$ cat src/rtl/mem_arbiter_pkg.sv
// rtl/mem_arbiter_pkg.sv - shared types and constants for the fetch/data memory arbiter
package mem_arbiter_pkg;

  localparam int DW = 32;
  localparam logic [DW-1:0] ERR_WORD_DEF = 32'hDEADBEEF;

  typedef enum logic [1:0] {
    IDLE,
    MEM_I,
    MEM_D,
    RESP
  } arb_state_e;

endpackage

$ cat src/rtl/arb_timeout_cnt.sv
// rtl/arb_timeout_cnt.sv - loadable down-counter flagging when the memory wait budget is spent
module arb_timeout_cnt #(
  parameter int W = 5
) (
  input  logic         clk,
  input  logic         reset,
  input  logic         load,
  input  logic [W-1:0] load_val,
  input  logic         dec,
  output logic         expired
);

  logic [W-1:0] cnt_q, cnt_d;

  always_comb begin
    cnt_d = cnt_q;
    if (load) begin
      cnt_d = load_val;
    end else if (dec && (cnt_q != '0)) begin
      cnt_d = cnt_q - 1'b1;
    end
  end

  always_ff @(posedge clk or posedge reset) begin
    if (reset) begin
      cnt_q <= '0;
    end else begin
      cnt_q <= cnt_d;
    end
  end

  assign expired = (cnt_q == '0);

endmodule

$ cat src/rtl/mem_arbiter.sv
// rtl/mem_arbiter.sv - single-port memory arbiter between instruction fetch and data access
module mem_arbiter
  import mem_arbiter_pkg::*;
#(
  parameter int              TIMEOUT    = 16,
  parameter int              STARVE_MAX = 4,
  parameter logic [DW-1:0]   ERR_WORD   = ERR_WORD_DEF
) (
  input  logic          clk,
  input  logic          reset,
  input  logic          i_req,
  input  logic [DW-1:0] i_addr,
  output logic [DW-1:0] i_rdata,
  output logic          i_ack,
  input  logic          d_req,
  input  logic          d_we,
  input  logic [DW-1:0] d_addr,
  input  logic [DW-1:0] d_wdata,
  output logic [DW-1:0] d_rdata,
  output logic          d_ack,
  output logic          m_req,
  output logic          m_we,
  output logic [DW-1:0] m_addr,
  output logic [DW-1:0] m_wdata,
  input  logic [DW-1:0] m_rdata,
  input  logic          m_ready,
  output logic          cpu_stall,
  output logic          bus_err
);

  localparam int SW = $clog2(STARVE_MAX + 1);
  localparam int TW = $clog2(TIMEOUT + 1);

  arb_state_e    state_q, state_d;
  logic [SW-1:0] starve_q, starve_d;
  logic [DW-1:0] addr_q, addr_d;
  logic [DW-1:0] wdata_q, wdata_d;
  logic          we_q, we_d;
  logic          m_req_q, m_req_d;
  logic [DW-1:0] i_rdata_q, i_rdata_d;
  logic [DW-1:0] d_rdata_q, d_rdata_d;
  logic          i_ack_q, i_ack_d;
  logic          d_ack_q, d_ack_d;
  logic          bus_err_q, bus_err_d;
  logic          tmo_load, tmo_dec, tmo_expired;
  logic          fetch_wins;
  logic [DW-1:0] resp_word;

  arb_timeout_cnt #(.W(TW)) u_tmo (
    .clk      (clk),
    .reset    (reset),
    .load     (tmo_load),
    .load_val (TW'(TIMEOUT - 1)),
    .dec      (tmo_dec),
    .expired  (tmo_expired)
  );

  // Data normally wins; a fetch that has watched STARVE_MAX data grants goes next.
  assign fetch_wins = i_req && (!d_req || (starve_q == SW'(STARVE_MAX)));
  assign resp_word  = m_ready ? m_rdata : ERR_WORD;

  always_comb begin
    state_d   = state_q;
    starve_d  = starve_q;
    addr_d    = addr_q;
    wdata_d   = wdata_q;
    we_d      = we_q;
    m_req_d   = m_req_q;
    i_rdata_d = i_rdata_q;
    d_rdata_d = d_rdata_q;
    i_ack_d   = 1'b0;
    d_ack_d   = 1'b0;
    bus_err_d = 1'b0;
    tmo_load  = 1'b0;
    tmo_dec   = 1'b0;
    case (state_q)
      IDLE: begin
        if (i_req || d_req) begin
          m_req_d  = 1'b1;
          tmo_load = 1'b1;
          if (fetch_wins) begin
            state_d  = MEM_I;
            addr_d   = i_addr;
            we_d     = 1'b0;
            wdata_d  = '0;
            starve_d = '0;
          end else begin
            state_d = MEM_D;
            addr_d  = d_addr;
            we_d    = d_we;
            wdata_d = d_wdata;
            if (i_req && (starve_q != SW'(STARVE_MAX))) begin
              starve_d = starve_q + 1'b1;
            end
          end
        end
      end
      MEM_I, MEM_D: begin
        if (m_ready || tmo_expired) begin
          state_d   = RESP;
          m_req_d   = 1'b0;
          bus_err_d = !m_ready;
          if (state_q == MEM_I) begin
            i_ack_d   = 1'b1;
            i_rdata_d = resp_word;
          end else begin
            d_ack_d = 1'b1;
            if (!we_q) begin
              d_rdata_d = resp_word;
            end
          end
        end else begin
          tmo_dec = 1'b1;
        end
      end
      RESP: begin
        state_d = IDLE;
      end
      default: begin
        state_d = IDLE;
        m_req_d = 1'b0;
      end
    endcase
  end

  always_ff @(posedge clk or posedge reset) begin
    if (reset) begin
      state_q   <= IDLE;
      starve_q  <= '0;
      addr_q    <= '0;
      wdata_q   <= '0;
      we_q      <= 1'b0;
      m_req_q   <= 1'b0;
      i_rdata_q <= '0;
      d_rdata_q <= '0;
      i_ack_q   <= 1'b0;
      d_ack_q   <= 1'b0;
      bus_err_q <= 1'b0;
    end else begin
      state_q   <= state_d;
      starve_q  <= starve_d;
      addr_q    <= addr_d;
      wdata_q   <= wdata_d;
      we_q      <= we_d;
      m_req_q   <= m_req_d;
      i_rdata_q <= i_rdata_d;
      d_rdata_q <= d_rdata_d;
      i_ack_q   <= i_ack_d;
      d_ack_q   <= d_ack_d;
      bus_err_q <= bus_err_d;
    end
  end

  assign m_req     = m_req_q;
  assign m_we      = we_q;
  assign m_addr    = addr_q;
  assign m_wdata   = wdata_q;
  assign i_rdata   = i_rdata_q;
  assign d_rdata   = d_rdata_q;
  assign i_ack     = i_ack_q;
  assign d_ack     = d_ack_q;
  assign bus_err   = bus_err_q;
  assign cpu_stall = (i_req && !i_ack_q) || (d_req && !d_ack_q);

endmodule

$ cat config.mk
export PLATFORM = sky130hd
export DESIGN_NAME = mem_arbiter
export DESIGN_NICKNAME = d
export VERILOG_FILES = /design/src/rtl/mem_arbiter_pkg.sv /design/src/rtl/arb_timeout_cnt.sv /design/src/rtl/mem_arbiter.sv
export SDC_FILE = /design/constraint.sdc
export NUM_CORES = 1
export LEC_CHECK = 0
export BUFFER_PORTS_ARGS = -buffer_cell sky130_fd_sc_hd__buf_2
export CORE_AREA = 4 4 91 157
export DETAILED_ROUTE_END_ITERATION = 6
export DIE_AREA = 0 0 95 161
export HOLD_SLACK_MARGIN = 0.15
export PLACE_DENSITY_LB_ADDON = 0.3
export SLEW_MARGIN = 30
export SYNTH_ARGS = -nofsm -noshare
export SYNTH_HDL_FRONTEND = slang
export SYNTH_SLANG_ARGS = --single-unit
$ cat constraint.sdc
create_clock -name clk -period 5.7 [get_ports clk]
set_input_delay 0.57 -clock clk [delete_from_list [all_inputs] [get_ports clk]]
set_output_delay 0.57 -clock clk [all_outputs]
set_load 0.05 [all_outputs]
==> results of run 1 <==
[final cells by class]
type | instances | area (um2) | area share (%)
flip-flops and latches | 143 | 3580 | 44.3
multi-input cells | 351 | 2210 | 27.4
repair buffers | 275 | 1420 | 17.6
clock buffers | 19 | 443 | 5.49
well taps | 171 | 214 | 2.65
clock inverters | 13 | 153 | 1.89
inverters | 13 | 53.8 | 0.667
[through the flow]
step	instance area (um2)	total power, W	std cells
6_report	8070	0.00607	985
5_1_grt	8070	0.00639	985
4_1_cts	8030	0.00610	983
3_5_place_dp	7430	0.00498	951
3_3_place_gp	7430	0.00487	951
2_1_floorplan	6030	0.00417	559
[power groups by stage]
stage / clock [W] / sequential, W / combinational, W
6_report: 0.00111 / 0.00174 / 0.00322
5_1_grt: 0.00117 / 0.00179 / 0.00343
2_1_floorplan: 0 / 0.00317 / 0.00100
3_3_place_gp: 0 / 0.00173 / 0.00314
4_1_cts: 0.00113 / 0.00174 / 0.00324
3_5_place_dp: 0 / 0.00175 / 0.00323
[path summary, 6_finish.rpt]
kind                       cells past startpoint  slack, ps                       to
hold / removal                                 2        160   i_rdata[1]$_DFFE_PP0P_
setup reg to reg                               6       3060  i_rdata[21]$_DFFE_PP0P_
min in group clk                               3        390  m_wdata[18]$_DFFE_PP0P_
setup / recovery                               6       3060  i_rdata[21]$_DFFE_PP0P_
hold reg to reg                                2        470   m_wdata[0]$_DFFE_PP0P_
max in group asynchronous                      4       4280  i_rdata[26]$_DFFE_PP0P_
[cells by family after synthesis]
kind of cell               Yosys count  share of synthesized area [%]
adders and majority gates            6                           1.25
muxes                                2                          0.353
DFF                                143                           59.4
and+or+nand+nor                    188                           13.8
buffers and inverters               65                           4.36
AOI/OAI and AO/OA                  155                           20.9
[sequential cells by signal (all words and copies together) (netlist names), 2 cells and up]
| register | count |
|---|---|
| i_rdata | 32 |
| d_rdata | 32 |
| m_wdata | 32 |
| u_tmo.cnt_q | 5 |
| state_q | 2 |
| starve_q | 3 |
| m_addr | 32 |
[cell usage in the layout, fill, tap and decap left out, types with 2 or more instances in the layout]
cell	instances
a21oi_1	3
a31oi_1	2
a32o_1	16
buf_2	267
buf_4	6
bufinv_16	2
clkbuf_16	17
clkinv_4	5
clkinvlp_4	2
dfrtp_1	143
ha_1	6
inv_1	12
inv_6	3
nand2_1	137
nand3_1	2
nand4_1	32
nor2_1	5
nor3_1	2
o211ai_1	33
o21ai_0	39
o22ai_1	3
o32a_1	28
o32a_2	20
[critical path, delay by kind of cell, from the launching register on]
| family | cells | cell delay, ps |
|---|---|---|
| flip-flops | 1 | 390 |
| AO/OA/AOI/OAI | 2 | 580 |
| AND/OR/NAND/NOR | 1 | 550 |
| buffers and inverters | 2 | 780 |
| adder cells (fa/ha/maj) | 1 | 260 |
[per-layer routing]
| metal | global-route usage [%] | vias up |
|---|---|---|
| met5 | 0 | - |
| met4 | 8.61 | 0 |
| met3 | 5.03 | 34 |
| met2 | 42.5 | 259 |
| met1 | 27.5 | 2708 |
| li1 | - | 2541 |
==> results.cfg, run 1 <==
[clock_tree]
h-tree-depth = 4
cts.clk_slew.worst_paths_ps = 60
clock-sinks = 143
ctsHoldBuffers = 0
post_cts_buffers = 0
clk_latency_ps = 410
post_cts_resized = 0
cts_root_buffer = clkbuf_16
cts_inserted_buffers = 17
cts_tree = built
clk_path_buf_depth = 2

[routing]
ant_nets = 0
wl_met1_um = 6510
drcViolationCount = 0
drtIter0Drc = 301
vias = 5542
wl_met2_um = 9660
routed_wl_um = 17900
wire_per_inst_um = 18.2
highest_layer = met4
dr_wl_met3_um = 1290
avgViaCountPerCell = 5.63
dr.pass1.iters = 7

[finish]
areaGrowthSynthToFinish_pct = 33.9
final_util_pct = 62.4
fin_nets = 941
fillers = 1162
drive_gt1_share_pct = 41.4
antenna_cells = 0

[synthesis]
synth_commonest_cells = dfrtp_1, nand2_1, clkbuf_1
ys_seq_area_share_pct = 59.4
netlist_area_mm2 = 0.00603
ys_async_sr_fraction_pct = 100
synth_flop_cell = dfrtp_1
ys_warn_count = 0
synthesis.nets = 699
yosysTopAreaCellShare_pct = 59.4
yosysMostFrequentCell = dfrtp_1
synth_cells = 559
ys_seq_elements = 143
synth_edf_count = 0
synth_area_leaders = dfrtp_1, nand2_1, o32a_1
yosysTopAreaCell = dfrtp_1
ys_types = 41
syn_area_per_cell_um2 = 10.8

[critical_path]
crit_slowest_cell = inv_1
cp.required_ps = 6040
path_class = flop to flop
path_max_fanout = 25
cp-end-kind = flop
max_stage_delay_ps = 680
crit_arrival_ps = 2980
path_common_cell = inv_1
crit_chain = inv_1, ha_1, nor4b_2, o211ai_2, inv_1, o32a_1
r2r-start = u_tmo.cnt_q[0]$_DFFE_PP0P_
cp-start-kind = flop
startpoint = u_tmo.cnt_q[0]$_DFFE_PP0P_

[die]
num_rows = 55
die_width_um = 95
fp.dieH_um = 161
core_mm2 = 0.0129
dieArea_mm2 = 0.0153
io-pin-count = 268
start_util_pct = 46.6

[timing]
setup_viol = 0
fmax_ghz = 0.379
grt_setup_unrepaired = no
worst_pin_slew_ps = 849
max_slew_margin_pct = 43.3
finalSetupTns_ps = 0
skew_ps = 15.4
drv_slew = 0
hold_viol_final = 0
period_share_pct = 46.3
worst_slack_ps = 3060
fin_hold_ws_ps = 160
fin_crit_ps = 2640

[power]
seqPwrFrac_pct = 28.7
clockPowerShare_pct = 18.2
peakVddDrop_mv = 0.382
p_int_w = 0.00292
p_comb_share_pct = 53.1
p_switching_w = 0.00315
power_density_mw_per_mm2 = 752
switching_share_pct = 51.8
leakagePower_nw = 3.78

[placement]
dp_hpwl_um = 12700
port_buffers = 267
dp_slack_ps = 3080
place_congestion = 0.782

[job]
drv_cap = 0

[hold_path]
hold_class = input port to asynchronous set/reset pin

[status]
outcome = completed

[global_route]
grt_pass1_vias = 5807
grt_pass1_wl_um = 29100
grtUsageTotal_pct = 23.8
overflow = 0
grt_max_degree = 97
antenna_found_initial = 0
No activity file was read; power rests on OpenSTA's default activity.
==> inputs of run 2 (changes only) <==
==> constraint.sdc (replaced) <==
create_clock -name clk -period 2.5 [get_ports clk]
set_input_delay 0.25 -clock clk [delete_from_list [all_inputs] [get_ports clk]]
set_output_delay 0.25 -clock clk [all_outputs]
set_load 0.05 [all_outputs]
==> results.cfg, run 2 (synthesis gave the netlist of run 1 again) <==
[global_route]
grt_max_degree = 95
overflow = 0
antenna_found_initial = 0
grtUsageTotal_pct = 27.0
grt_pass1_vias = 6860
grt_pass1_wl_um = 32500

[clock_tree]
clock-sinks = 143
cts.clk_slew.worst_paths_ps = 60
h-tree-depth = 4
cts_inserted_buffers = 17
clk_path_buf_depth = 2
cts_tree = built
cts_root_buffer = clkbuf_16
clk_latency_ps = 410

[die]
start_util_pct = 46.6
fp.dieH_um = 161
io-pin-count = 268
num_rows = 55
core_mm2 = 0.0129
die_width_um = 95
dieArea_mm2 = 0.0153

[timing]
worst_slack_ps = 216
period_share_pct = 91.4
grt_setup_unrepaired = no
drv_slew = 0
finalSetupTns_ps = 0
fmax_ghz = 0.438
fin_hold_ws_ps = 167
max_slew_margin_pct = 47.8
worst_pin_slew_ps = 780
hold_viol_final = 0
skew_ps = 9.41
fin_crit_ps = 2280
setup_viol = 0

[placement]
place_area_mm2 = 0.00753
dp_slack_ps = 306
place_congestion = 0.806
dp_hpwl_um = 12700
port_buffers = 267
placedCellCount = 956

[power]
switching_share_pct = 50.0
seqPwrFrac_pct = 26.9
p_int_w = 0.00737
power_density_mw_per_mm2 = 1560
p_comb_share_pct = 54.7
p_switching_w = 0.00737
clockPowerShare_pct = 18.4
peakVddDrop_mv = 1.13
leakagePower_nw = 4.39

[finish]
layout_commonest_cell = buf_2
final_area_mm2 = 0.00946
areaGrowthSynthToFinish_pct = 57.0
antenna_cells = 0
fin_nets = 1073
final_cell_mix = buf_2, dfrtp_1, nand2_1
fillers = 880
stdcell_count = 1117
drive_gt1_share_pct = 36.0

[routing]
ant_nets = 0
dr.pass1.iters = 5
drcViolationCount = 0
vias = 6296
wire_per_inst_um = 18.3
drtIter0Drc = 301
routed_wl_um = 20400
avgViaCountPerCell = 5.64

[critical_path]
path_max_fanout = 44
path_class = flop to flop
crit_arrival_ps = 2570
cp.required_ps = 2780
cp-start-kind = flop
cp-end-kind = flop
ff2ff_setup_slack_ps = 220

[hold_path]
hold_class = input port to flop

[status]
outcome = completed

[job]
drv_cap = 0
-- run 2: metal layers --
layer	up-vias	share of wire, %	GRT usage [%]
li1	2802	-	-
met1	3031	35	28.9
met2	378	52	46.3
met3	85	8.3	7.32
met4	0	5.0	16.6
met5	-	0	0
-- run 2: power by group through the flow --
stage          Combinational, W  Sequential, W  Clock (W)
2_1_floorplan           0.00228        0.00724          0
3_3_place_gp            0.00721        0.00393          0
3_5_place_dp            0.00744        0.00397          0
4_1_cts                 0.00797        0.00395    0.00276
5_1_grt                 0.00853        0.00408    0.00286
6_report                0.00805        0.00397    0.00271
-- run 2: path summary, 6_finish.rpt --
check                                              from                       to  cells after the start
min in group asynchronous                         reset  d_rdata[20]$_DFFE_PP0P_                      4
worst max register to register  starve_q[0]$_DFFE_PP0P_   m_addr[24]$_DFFE_PP0P_                      7
worst max-delay path            starve_q[0]$_DFFE_PP0P_   m_addr[24]$_DFFE_PP0P_                      7
max in group asynchronous                         reset  m_wdata[10]$_DFFE_PP0P_                      4
worst min register to register   m_wdata[5]$_DFFE_PP0P_   m_wdata[5]$_DFFE_PP0P_                      2
worst min-delay path                         i_addr[23]   m_addr[23]$_DFFE_PP0P_                      3
-- run 2: layout make-up --
class | instances | area [um2] | share of cell area, %
multi-input cells | 352 | 2220 | 23.5
repair buffers | 406 | 2760 | 29.2
flip-flops and latches | 143 | 3580 | 37.8
inverters | 13 | 52.6 | 0.555
clock inverters | 13 | 201 | 2.13
clock buffers | 19 | 433 | 4.58
well taps | 171 | 214 | 2.26
-- run 2: stage by stage --
step	utilization (%)	total power, W
final	73.1	0.0147
after global routing	73.1	0.0155
after CTS	73.0	0.0147
after detailed placement	58.2	0.0114
after global placement	58.2	0.0111
after floorplan	-	0.00952
-- run 2: critical path, cell delays in order (launching register included) --
cell and delay (ps):
dfrtp_1 410, inv_1 70, ha_1 210, a21boi_2 140
nor2_4 380, buf_12 250, o211ai_1 120, dlygate4sd3_1 570
-- run 2: repair_timing --
| item | 4_1_cts | 5_1_grt |
|---|---|---|
| endpoints found under the hold margin | 272 | 1 |
| gates resized for setup | 0 | 1 |
| hold buffers | 127 | 1 |
| setup buffers | 0 | 0 |
| setup endpoints to repair | 0 | 9 |
==> inputs of run 3 (changes only) <==
--- a/config.mk
+++ b/config.mk
@@ -5,13 +5,14 @@
 export SDC_FILE = /design/constraint.sdc
 export NUM_CORES = 1
 export LEC_CHECK = 0
+export ABC_AREA = 1
 export BUFFER_PORTS_ARGS = -buffer_cell sky130_fd_sc_hd__buf_2
-export CORE_AREA = 4 4 91 157
+export CORE_AREA = 4 4 93 161
 export DETAILED_ROUTE_END_ITERATION = 6
-export DIE_AREA = 0 0 95 161
+export DIE_AREA = 0 0 97 165
 export HOLD_SLACK_MARGIN = 0.15
 export PLACE_DENSITY_LB_ADDON = 0.3
-export SLEW_MARGIN = 30
+export SLEW_MARGIN = 20
 export SYNTH_ARGS = -nofsm -noshare
 export SYNTH_HDL_FRONTEND = slang
 export SYNTH_SLANG_ARGS = --single-unit
==> results.cfg, run 3 <==
[synthesis]
yosysTopAreaCell = dfrtp_1
netlist_area_mm2 = 0.00658
synth_edf_count = 0
synth_area_leaders = dfrtp_1, nand2_1, nand4_1
ys_types = 24
synth_flop_cell = dfrtp_1
ys_async_sr_fraction_pct = 100
yosysMostFrequentCell = nand2_1
syn_area_per_cell_um2 = 8.07
synth_cells = 815
yosysTopAreaCellShare_pct = 54.4
ys_seq_elements = 143
ys_warn_count = 0
ys_seq_area_share_pct = 54.4
synth_commonest_cells = nand2_1, dfrtp_1, nand3_1
synthesis.nets = 955

[routing]
vias = 6760
drtIter0Drc = 359
avgViaCountPerCell = 5.10
ant_nets = 0
drcViolationCount = 0
dr.pass1.iters = 4
routed_wl_um = 20100
wire_per_inst_um = 15.2

[timing]
setup_viol = 0
hold_viol_final = 0
max_slew_margin_pct = 40.5
skew_ps = 9.76
period_share_pct = 81.2
fmax_ghz = 0.492
fin_crit_ps = 2030
drv_slew = 0
finalSetupTns_ps = 0
grt_setup_unrepaired = no
worst_pin_slew_ps = 891

[finish]
areaGrowthSynthToFinish_pct = 43.3
drive_gt1_share_pct = 30.4
final_cell_mix = nand2_1, buf_2, dfrtp_1
final_area_mm2 = 0.00943
antenna_cells = 0
layout_commonest_cell = nand2_1
fin_nets = 1277
stdcell_count = 1326

[power]
power_density_mw_per_mm2 = 1540
peakVddDrop_mv = 0.755
power_w = 0.0145
leakagePower_nw = 5.42

[critical_path]
path_class = flop to flop
cp-end-kind = flop
cp-start-kind = flop
crit_arrival_ps = 2380
path_max_fanout = 34
cp.required_ps = 2850

[die]
dieArea_mm2 = 0.0160
fp.dieH_um = 165
die_width_um = 97
num_rows = 57
start_util_pct = 47.8
core_mm2 = 0.0138
io-pin-count = 268

[global_route]
grtUsageTotal_pct = 25.0
antenna_found_initial = 0
grt_pass1_vias = 6820
overflow = 0
grt_max_degree = 73
grt_pass1_wl_um = 32600

[placement]
dp_hpwl_um = 13600
placedCellCount = 1219
place_area_mm2 = 0.00805
place_congestion = 0.821
port_buffers = 267

[clock_tree]
cts_tree = built
clk_path_buf_depth = 2
cts_inserted_buffers = 17
clk_latency_ps = 410
clock-sinks = 143
cts.clk_slew.worst_paths_ps = 60
cts_root_buffer = clkbuf_16
h-tree-depth = 4
post_cts_resized = 0

[status]
outcome = completed

[hold_path]
hold_class = input port to flop

[job]
drv_cap = 0
run 3: changes by cell type after synthesis, sizes merged, moves of 3 or more:
cell,previous run,this run
nand2,137,394
o211ai,34,0
buf,7,36
o21ai,40,4
inv,13,29
nand3,2,78
a32o,16,0
nand4,32,64
a21oi,3,0
clkbuf,45,23
o32a,48,0
or2,1,25
run 3: metal layers:
layer	vias to the layer above	share of wire [%]	track usage, %	wire length (um)
met1	3154	36	27.7	7280
met4	0	4.1	13.5	832
met5	-	0	0	0
li1	3248	-	-	-
met3	65	5.7	5.16	1150
met2	293	54	44.8	10900
run 3: area by class of cell:
type	count	area, um2
clock inverters	12	186
flip-flops and latches	143	3580
well taps	177	221
fillers	1127	4340
multi-input cells	584	2620
inverters	29	113
repair buffers	362	2280
clock buffers	19	433
run 3: power by group:
group | switching (W) | leakage, nW | total [W] | internal [W]
Clock | 0.000978 | 0.290 | 0.00265 | 0.00168
Sequential | 0.000582 | 1.79 | 0.00397 | 0.00338
Combinational | 0.00607 | 3.35 | 0.00786 | 0.00179
run 3: timing repair:
action | CTS | global route
hold buffers | 76 | 0
hold endpoints to repair | 104 | 0
setup buffers | 0 | 0
run 3: kinds of logic (layout without fill, tap and decap cells):
| group | Yosys count | count (layout) | share of synthesized area [%] |
|---|---|---|---|
| AND/OR/NAND/NOR | 570 | 570 | 37.6 |
| flip-flops | 143 | 143 | 54.4 |
| buffers and inverters | 88 | 422 | 5.90 |
| adder cells (fa/ha/maj) | 6 | 6 | 1.14 |
| AO/OA/AOI/OAI | 6 | 6 | 0.666 |
| XOR/XNOR | 2 | 2 | 0.266 |
run 3: worst paths after layout:
kind	endpoint	depth (start not counted)	start	slack, ps
max in group asynchronous	i_rdata[8]$_DFFE_PP0P_	4	reset	1180
min in group asynchronous	i_rdata[19]$_DFFE_PP0P_	3	reset	580
min reg2reg	i_rdata[0]$_DFFE_PP0P_	2	i_rdata[0]$_DFFE_PP0P_	460
min	m_addr[24]$_DFFE_PP0P_	5	d_addr[24]	160
max reg2reg	m_addr[29]$_DFFE_PP0P_	10	starve_q[0]$_DFFE_PP0P_	470
max	m_addr[29]$_DFFE_PP0P_	10	starve_q[0]$_DFFE_PP0P_	470
run 3: worst max-delay path: stages, from the launching register on:
cell and delay [ps]:
dfrtp_1 380, inv_1 100, ha_1 160, nand2_1 60, nand2_2 70, buf_4 330
nand3_1 120, nand2_1 90, dlygate4sd3_1 540, nand2_1 50, nand2_1 60
run 3: metrics by stage:
stage                     hold WS (ps)  setup slack [ps]  utilization, %
final                              161               469            68.5
after global routing               170               272            68.5
after CTS                          151               484            68.5
after detailed placement           453               613            58.5
after global placement             449               683            58.5
after floorplan                    391               459               -
